--- config.mk ---
export PLATFORM = sky130hd
export DESIGN_NAME = rr_mux4_arbiter_flat
export DESIGN_NICKNAME = d
export VERILOG_FILES = /design/src/rtl/rr_mux4_arbiter_if.sv /design/src/rtl/rr_mux4_arbiter.sv /design/src/flat_wrapper.sv
export SDC_FILE = /design/constraint.sdc
export NUM_CORES = 1
export LEC_CHECK = 0
export BUFFER_PORTS_ARGS = -buffer_cell sky130_fd_sc_hd__buf_2
export CAP_MARGIN = 0
export CORE_MARGIN = 1.5
export CORE_UTILIZATION = 40
export CTS_CLUSTER_SIZE = 28
export DETAILED_ROUTE_END_ITERATION = 12
export GPL_TIMING_DRIVEN = 1
export HOLD_SLACK_MARGIN = 0.03
export PLACE_DENSITY = 0.72
export SETUP_SLACK_MARGIN = 0.1
export SKIP_CTS_REPAIR_TIMING = 1
export SYNTH_ARGS = -nofsm -noshare
export SYNTH_HDL_FRONTEND = slang
export SYNTH_SLANG_ARGS = --single-unit
--- constraint.sdc ---
create_clock -name clk -period 2.1 [get_ports clk]
set_input_delay 0.21 -clock clk [delete_from_list [all_inputs] [get_ports clk]]
set_output_delay 0.21 -clock clk [all_outputs]
set_load 0.05 [all_outputs]
--- src/rtl/rr_mux4_arbiter_if.sv ---
// Requester/consumer bundle for the 4-way round-robin arbiter.
// master = arbiter side, slave = producers/consumer side.
interface rr_mux4_arbiter_if #(
  parameter int unsigned DW = 4
);
  logic [3:0]    req_valid;
  logic [DW-1:0] a;
  logic [DW-1:0] b;
  logic [DW-1:0] c;
  logic [DW-1:0] d;
  logic [3:0]    req_ready;
  logic          out_valid;
  logic [DW-1:0] out_data;
  logic          out_ready;
  logic          s1;
  logic          s0;
  logic          busy;

  modport master (
    input  req_valid, a, b, c, d, out_ready,
    output req_ready, out_valid, out_data, s1, s0, busy
  );

  modport slave (
    output req_valid, a, b, c, d, out_ready,
    input  req_ready, out_valid, out_data, s1, s0, busy
  );
endinterface

--- src/rtl/rr_mux4_arbiter.sv ---
// Round-robin arbiter/sequencer sharing one DW-bit channel among requesters A..D.
// Optional owner-burst mode is enabled by defining ARB_BURST_EN.
module rr_mux4_arbiter #(
  parameter int unsigned DW        = 4,
  parameter int unsigned MAX_BURST = 4
) (
  input  logic               clk,
  input  logic               rst_n,
  rr_mux4_arbiter_if.master  bus
);

  typedef enum logic {IDLE, SEND} state_t;

  if (MAX_BURST < 1 || MAX_BURST > 15) begin : g_bad_max_burst
    $error("MAX_BURST must be in 1..15");
  end

  state_t        state_q, state_d;
  logic [1:0]    ptr_q, ptr_d;
  logic [1:0]    sel_q, sel_d;
  logic [DW-1:0] data_q, data_d;
  logic          valid_q, valid_d;
  logic          busy_q, busy_d;

`ifdef ARB_BURST_EN
  localparam logic [3:0] BURST_LAST = 4'(MAX_BURST - 1);
  logic [3:0] burst_q, burst_d;
`endif

  logic          win_found;
  logic [1:0]    win_idx;
  logic [1:0]    scan_idx;
  logic [DW-1:0] win_data;
  logic          handshake;

  // Rotating priority search: the lowest offset from ptr that is valid wins.
  always_comb begin
    win_found = 1'b0;
    win_idx   = ptr_q;
    scan_idx  = ptr_q;
    for (int k = 3; k >= 0; k--) begin
      scan_idx = ptr_q + 2'(k);
      if (bus.req_valid[scan_idx]) begin
        win_found = 1'b1;
        win_idx   = scan_idx;
      end
    end
  end

  // 4x1 data mux steered by the current winner.
  always_comb begin
    case (win_idx)
      2'd0:    win_data = bus.a;
      2'd1:    win_data = bus.b;
      2'd2:    win_data = bus.c;
      default: win_data = bus.d;
    endcase
  end

  assign handshake = valid_q & bus.out_ready;

  // Next-state and datapath update.
  always_comb begin
    state_d = state_q;
    ptr_d   = ptr_q;
    sel_d   = sel_q;
    data_d  = data_q;
    valid_d = valid_q;
    busy_d  = busy_q;
`ifdef ARB_BURST_EN
    burst_d = burst_q;
`endif
    case (state_q)
      IDLE: begin
        if (win_found) begin
          state_d = SEND;
          sel_d   = win_idx;
          data_d  = win_data;
          valid_d = 1'b1;
          busy_d  = 1'b1;
`ifdef ARB_BURST_EN
          if (win_idx != sel_q) burst_d = 4'd0;
`endif
        end
      end
      SEND: begin
        if (handshake) begin
          state_d = IDLE;
          valid_d = 1'b0;
          busy_d  = 1'b0;
`ifdef ARB_BURST_EN
          // Owner keeps priority until it has completed MAX_BURST beats.
          if (burst_q < BURST_LAST) begin
            ptr_d   = sel_q;
            burst_d = burst_q + 4'd1;
          end else begin
            ptr_d   = sel_q + 2'd1;
            burst_d = 4'd0;
          end
`else
          ptr_d = sel_q + 2'd1;
`endif
        end
      end
      default: state_d = IDLE;
    endcase
  end

  always_ff @(posedge clk or negedge rst_n) begin
    if (!rst_n) begin
      state_q <= IDLE;
      ptr_q   <= 2'd0;
      sel_q   <= 2'd0;
      data_q  <= '0;
      valid_q <= 1'b0;
      busy_q  <= 1'b0;
`ifdef ARB_BURST_EN
      burst_q <= 4'd0;
`endif
    end else begin
      state_q <= state_d;
      ptr_q   <= ptr_d;
      sel_q   <= sel_d;
      data_q  <= data_d;
      valid_q <= valid_d;
      busy_q  <= busy_d;
`ifdef ARB_BURST_EN
      burst_q <= burst_d;
`endif
    end
  end

  // Accept strobe is combinational and only offered while arbitrating.
  always_comb begin
    bus.req_ready = 4'b0000;
    if (rst_n && state_q == IDLE && win_found) bus.req_ready = 4'b0001 << win_idx;
  end

  assign bus.out_valid = valid_q;
  assign bus.out_data  = data_q;
  assign bus.s1        = sel_q[1];
  assign bus.s0        = sel_q[0];
  assign bus.busy      = busy_q;

endmodule

--- src/flat_wrapper.sv ---
// flat-port wrapper written by rule: the top's interface ports become plain ports
module rr_mux4_arbiter_flat 
#(
  parameter int unsigned DW        = 4,
  parameter int unsigned MAX_BURST = 4
)
  (clk, rst_n, bus_req_valid, bus_a, bus_b, bus_c, bus_d, bus_out_ready, bus_req_ready, bus_out_valid, bus_out_data, bus_s1, bus_s0, bus_busy);
  rr_mux4_arbiter_if #(.DW(DW)) bus_i ();
  input  logic clk;
  input  logic rst_n;
  input wire logic [$bits(bus_i.req_valid)-1:0] bus_req_valid;
  input wire logic [$bits(bus_i.a)-1:0] bus_a;
  input wire logic [$bits(bus_i.b)-1:0] bus_b;
  input wire logic [$bits(bus_i.c)-1:0] bus_c;
  input wire logic [$bits(bus_i.d)-1:0] bus_d;
  input wire logic [$bits(bus_i.out_ready)-1:0] bus_out_ready;
  output wire logic [$bits(bus_i.req_ready)-1:0] bus_req_ready;
  output wire logic [$bits(bus_i.out_valid)-1:0] bus_out_valid;
  output wire logic [$bits(bus_i.out_data)-1:0] bus_out_data;
  output wire logic [$bits(bus_i.s1)-1:0] bus_s1;
  output wire logic [$bits(bus_i.s0)-1:0] bus_s0;
  output wire logic [$bits(bus_i.busy)-1:0] bus_busy;
  assign bus_i.req_valid = bus_req_valid;
  assign bus_i.a = bus_a;
  assign bus_i.b = bus_b;
  assign bus_i.c = bus_c;
  assign bus_i.d = bus_d;
  assign bus_i.out_ready = bus_out_ready;
  assign bus_req_ready = bus_i.req_ready;
  assign bus_out_valid = bus_i.out_valid;
  assign bus_out_data = bus_i.out_data;
  assign bus_s1 = bus_i.s1;
  assign bus_s0 = bus_i.s0;
  assign bus_busy = bus_i.busy;
  rr_mux4_arbiter #(.DW(DW), .MAX_BURST(MAX_BURST)) u_core (.clk(clk), .rst_n(rst_n), .bus(bus_i));
endmodule
==> impl_metrics.env <==
export IMPL_detail_route_wirelength_met1_um=691
export IMPL_n_antenna_cell=0
export IMPL_drc_errors=0
export IMPL_min_path_type="input pin to flip-flop"
export IMPL_synthFlopType="dfrtp_1"
export IMPL_initial_core_util=0.437
export IMPL_max_stage_delay_ps=400
export IMPL_rsz0062_at_grt="yes"
export IMPL_ys_ff_latch=10
export IMPL_p_int_mw=0.652
export IMPL_synth_top_family_by_area="simple AND/OR/NAND/NOR gates"
export IMPL_slew_violations=0
export IMPL_clock_path_buffers=2
export IMPL_cp_max_fo=4
export IMPL_ys_async_sr_fraction=1.00
export IMPL_synth_cell_type_count=28
export IMPL_top_layer="met4"
export IMPL_crit_family="simple AND/OR/NAND/NOR gates"
export IMPL_r2r_end="u_core.bus.out_data[2]"
export IMPL_syn_area_per_cell_um2=9.90
export IMPL_synthSimpleGateAreaFrac=0.268
export IMPL_p_comb_frac=0.576
export IMPL_reg2reg_slack_ps=270
export IMPL_grt_pass1_vias=554
export IMPL_yosysMostFrequentCell="dfrtp_1"
export IMPL_num_nets_final=133
export IMPL_ys_top_cells_by_area="dfrtp_1 (37%), a22oi_2 (7.4%), a2bb2oi_1 (6.5%), mux2i_1 (5.9%), nand2_1 (3.9%)"
export IMPL_power_net_switching_mw=0.560
export IMPL_maxCapViolCount=0
export IMPL_synth_top_area_frac=0.372
export IMPL_area_growth_synth_to_final_pct=40.9
export IMPL_cts_root_buffer="clkbuf_4"
export IMPL_netlist_area_um2=673
export IMPL_antenna_left=0
export IMPL_crit_start="u_core.ptr_q[0]"
export IMPL_cp_arrival_ps=1730
export IMPL_synth_top_area_cell="dfrtp_1"
export IMPL_gr_usage_all_layers=0.173
export IMPL_final_util=0.615
export IMPL_grt_pass1_wl_um=2390
export IMPL_vias=660
export IMPL_p_sw_frac=0.462
export IMPL_wl_met3_um=88
export IMPL_pwr_share_seq=0.281
export IMPL_fin_skew_ps=0.668
export IMPL_via_per_inst=5.28
export IMPL_status="complete, no violations"
export IMPL_setup_tns_final_ps=0
export IMPL_crit_cells=5
export IMPL_cp_end_kind="output pin"
export IMPL_period_minus_slack_ps=1940
export IMPL_cts_tree="yes"
export IMPL_reg2regPathDepth=7
export IMPL_fmax_mhz=515
export IMPL_finalHoldViolCount=0
export IMPL_cts_num_sinks=10
export IMPL_fp_row_count=14
export IMPL_synthTopCellsByCount="dfrtp_1 (10), nand2_1 (7), a2bb2oi_1 (5), nor2_1 (5), o21ai_0 (5)"
export IMPL_cts_made_buffers=3
export IMPL_io_buffers=34
export IMPL_layout_drive_gt1_share=0.514
export IMPL_leakage_nw=0.472
export IMPL_synth_fa_ha_area_frac=0
export IMPL_htree_levels=1
export IMPL_synthMuxAreaShare=0.0595
export IMPL_clk_latency_ps=260
export IMPL_syn_instance_count=68
export IMPL_core_um2=1540
export IMPL_die_x_um=44.0
export IMPL_synthXorXnorAreaFrac=0.0130
export IMPL_ys_warn_count=0
export IMPL_place_hpwl_um=1160
export IMPL_synth_compound_area_frac=0.255
export IMPL_io_pins=35
export IMPL_wl_um=1600
export IMPL_synth_nets=91
export IMPL_setup_viol=0
export IMPL_ys_seq_area_frac=0.372
export IMPL_clk_pin_slew_ps=70
export IMPL_start_kind="flip-flop"
export IMPL_critPathBufInv=1
export IMPL_wl_per_cell_um=12.8
export IMPL_drtIter0Drc=4
export IMPL_ir_drop_v=0.00101
export IMPL_met2_length_um=801
export IMPL_antenna_found_initial=0
export IMPL_clkPwrFrac=0.144
export IMPL_regToRegStartpoint="u_core.ptr_q[0]"
export IMPL_maxSlewHeadroom=0.693
export IMPL_path_class="flip-flop to output pin"
export IMPL_path_cells="or2b_1 -> o221a_4 -> nand3b_1 -> nor2_1 -> buf_6"
export IMPL_firstDrtPassIters=4
export IMPL_power_density_nw_per_um2=1280
export IMPL_cp_required_ps=1890
export IMPL_finalCritPeriodShare=0.925
export IMPL_tightest_slew_ps=460
export IMPL_grt_max_degree=13
export IMPL_gp_congestion=0.742
export IMPL_synth_edf_count=0
export IMPL_gr_total_overflow=0
export IMPL_worst_path_max_delay_cell="dfrtp_1"
export IMPL_crit_end="bus_req_ready[0]"
export IMPL_die_area_um2=1940
export IMPL_fp_dieH_um=44.0
layout make-up:
cell class | count | area (um^2)
Inverter | 1 | 3.75
Tap cell | 16 | 20.0
Clock buffer | 4 | 36.3
Timing Repair Buffer | 39 | 224
Fill cell | 135 | 593
Sequential cell | 10 | 250
Multi-Input combinational cell | 55 | 414
worst reg2reg max path, stage by stage, from the launching register on:
cell,delay [ps]
dfrtp_1,400
or2b_1,260
o221a_4,280
buf_4,140
buf_4,130
and2b_2,220
a2bb2oi_1,190
o21ai_1,90
how the worst min path moves through the flow:
stage | cells after the start | to | startpoint | slack (ps)
floorplan | 0 | u_core.bus.out_data[0] | rst_n | -90
global placement | 1 | u_core.bus.out_data[0] | rst_n | 90
detailed placement | 1 | u_core.bus.out_data[2] | rst_n | 90
CTS | 1 | u_core.bus.out_data[0] | rst_n | -200
global route | 3 | u_core.bus.out_data[0] | bus_d[0] | 160
finish | 3 | u_core.bus.out_data[0] | bus_d[0] | 170
cells in the final DEF, fill, tap and decap left out, types with 2 or more instances in the layout:
cell,count
mux2i_1,4
o21ai_0,5
clkbuf_4,5
o21ai_1,4
nor2_1,5
nand3b_1,2
a22oi_2,4
buf_2,30
dfrtp_1,10
buf_4,5
and2b_2,2
a2bb2oi_1,4
nand2_1,7
nand3_1,2
power by group through the flow:
stage          Combinational (mW)  Clock, mW  Sequential [mW]
2_1_floorplan               0.312          0            0.531
4_1_cts                     0.635      0.181            0.341
3_5_place_dp                0.635          0            0.344
3_3_place_gp                0.628          0            0.339
5_1_grt                     0.743      0.193            0.353
6_report                    0.698      0.174            0.340
metrics by stage:
step / std cells / worst slack (ps) / power, mW / hold slack, ps / instance area, um^2
2_1_floorplan: 68 / 159 / 0.843 / -85.6 / 673
3_3_place_gp: 116 / 412 / 0.967 / 92.7 / 845
3_5_place_dp: 116 / 413 / 0.978 / 93.9 / 845
4_1_cts: 120 / 107 / 1.16 / -201 / 881
5_1_grt: 125 / 47.0 / 1.29 / 165 / 948
6_report: 125 / 158 / 1.21 / 174 / 948
registers in the layout (all words and copies together), names as in the netlist:
signal / count
u_core.bus.out_data: 4
u_core.bus.out_valid: 1
u_core.ptr_q: 2
u_core.sel_q: 2
u_core.state_q: 1
per-layer routing:
layer / GRT usage / vias up
met4: 0.0909 / 0
met5: 0 / -
met1: 0.204 / 304
li1: - / 335
met3: 0.0653 / 2
met2: 0.274 / 19
cells by family (layout without fill, tap and decap cells):
| family | Yosys count | after routing |
|---|---|---|
| and+or+nand+nor | 29 | 29 |
| muxes | 4 | 4 |
| DFF | 10 | 10 |
| buffers and inverters | 3 | 44 |
| AOI/OAI and AO/OA | 21 | 21 |
| xor gates and xnor gates | 1 | 1 |
(Power assumes the default switching activity.)
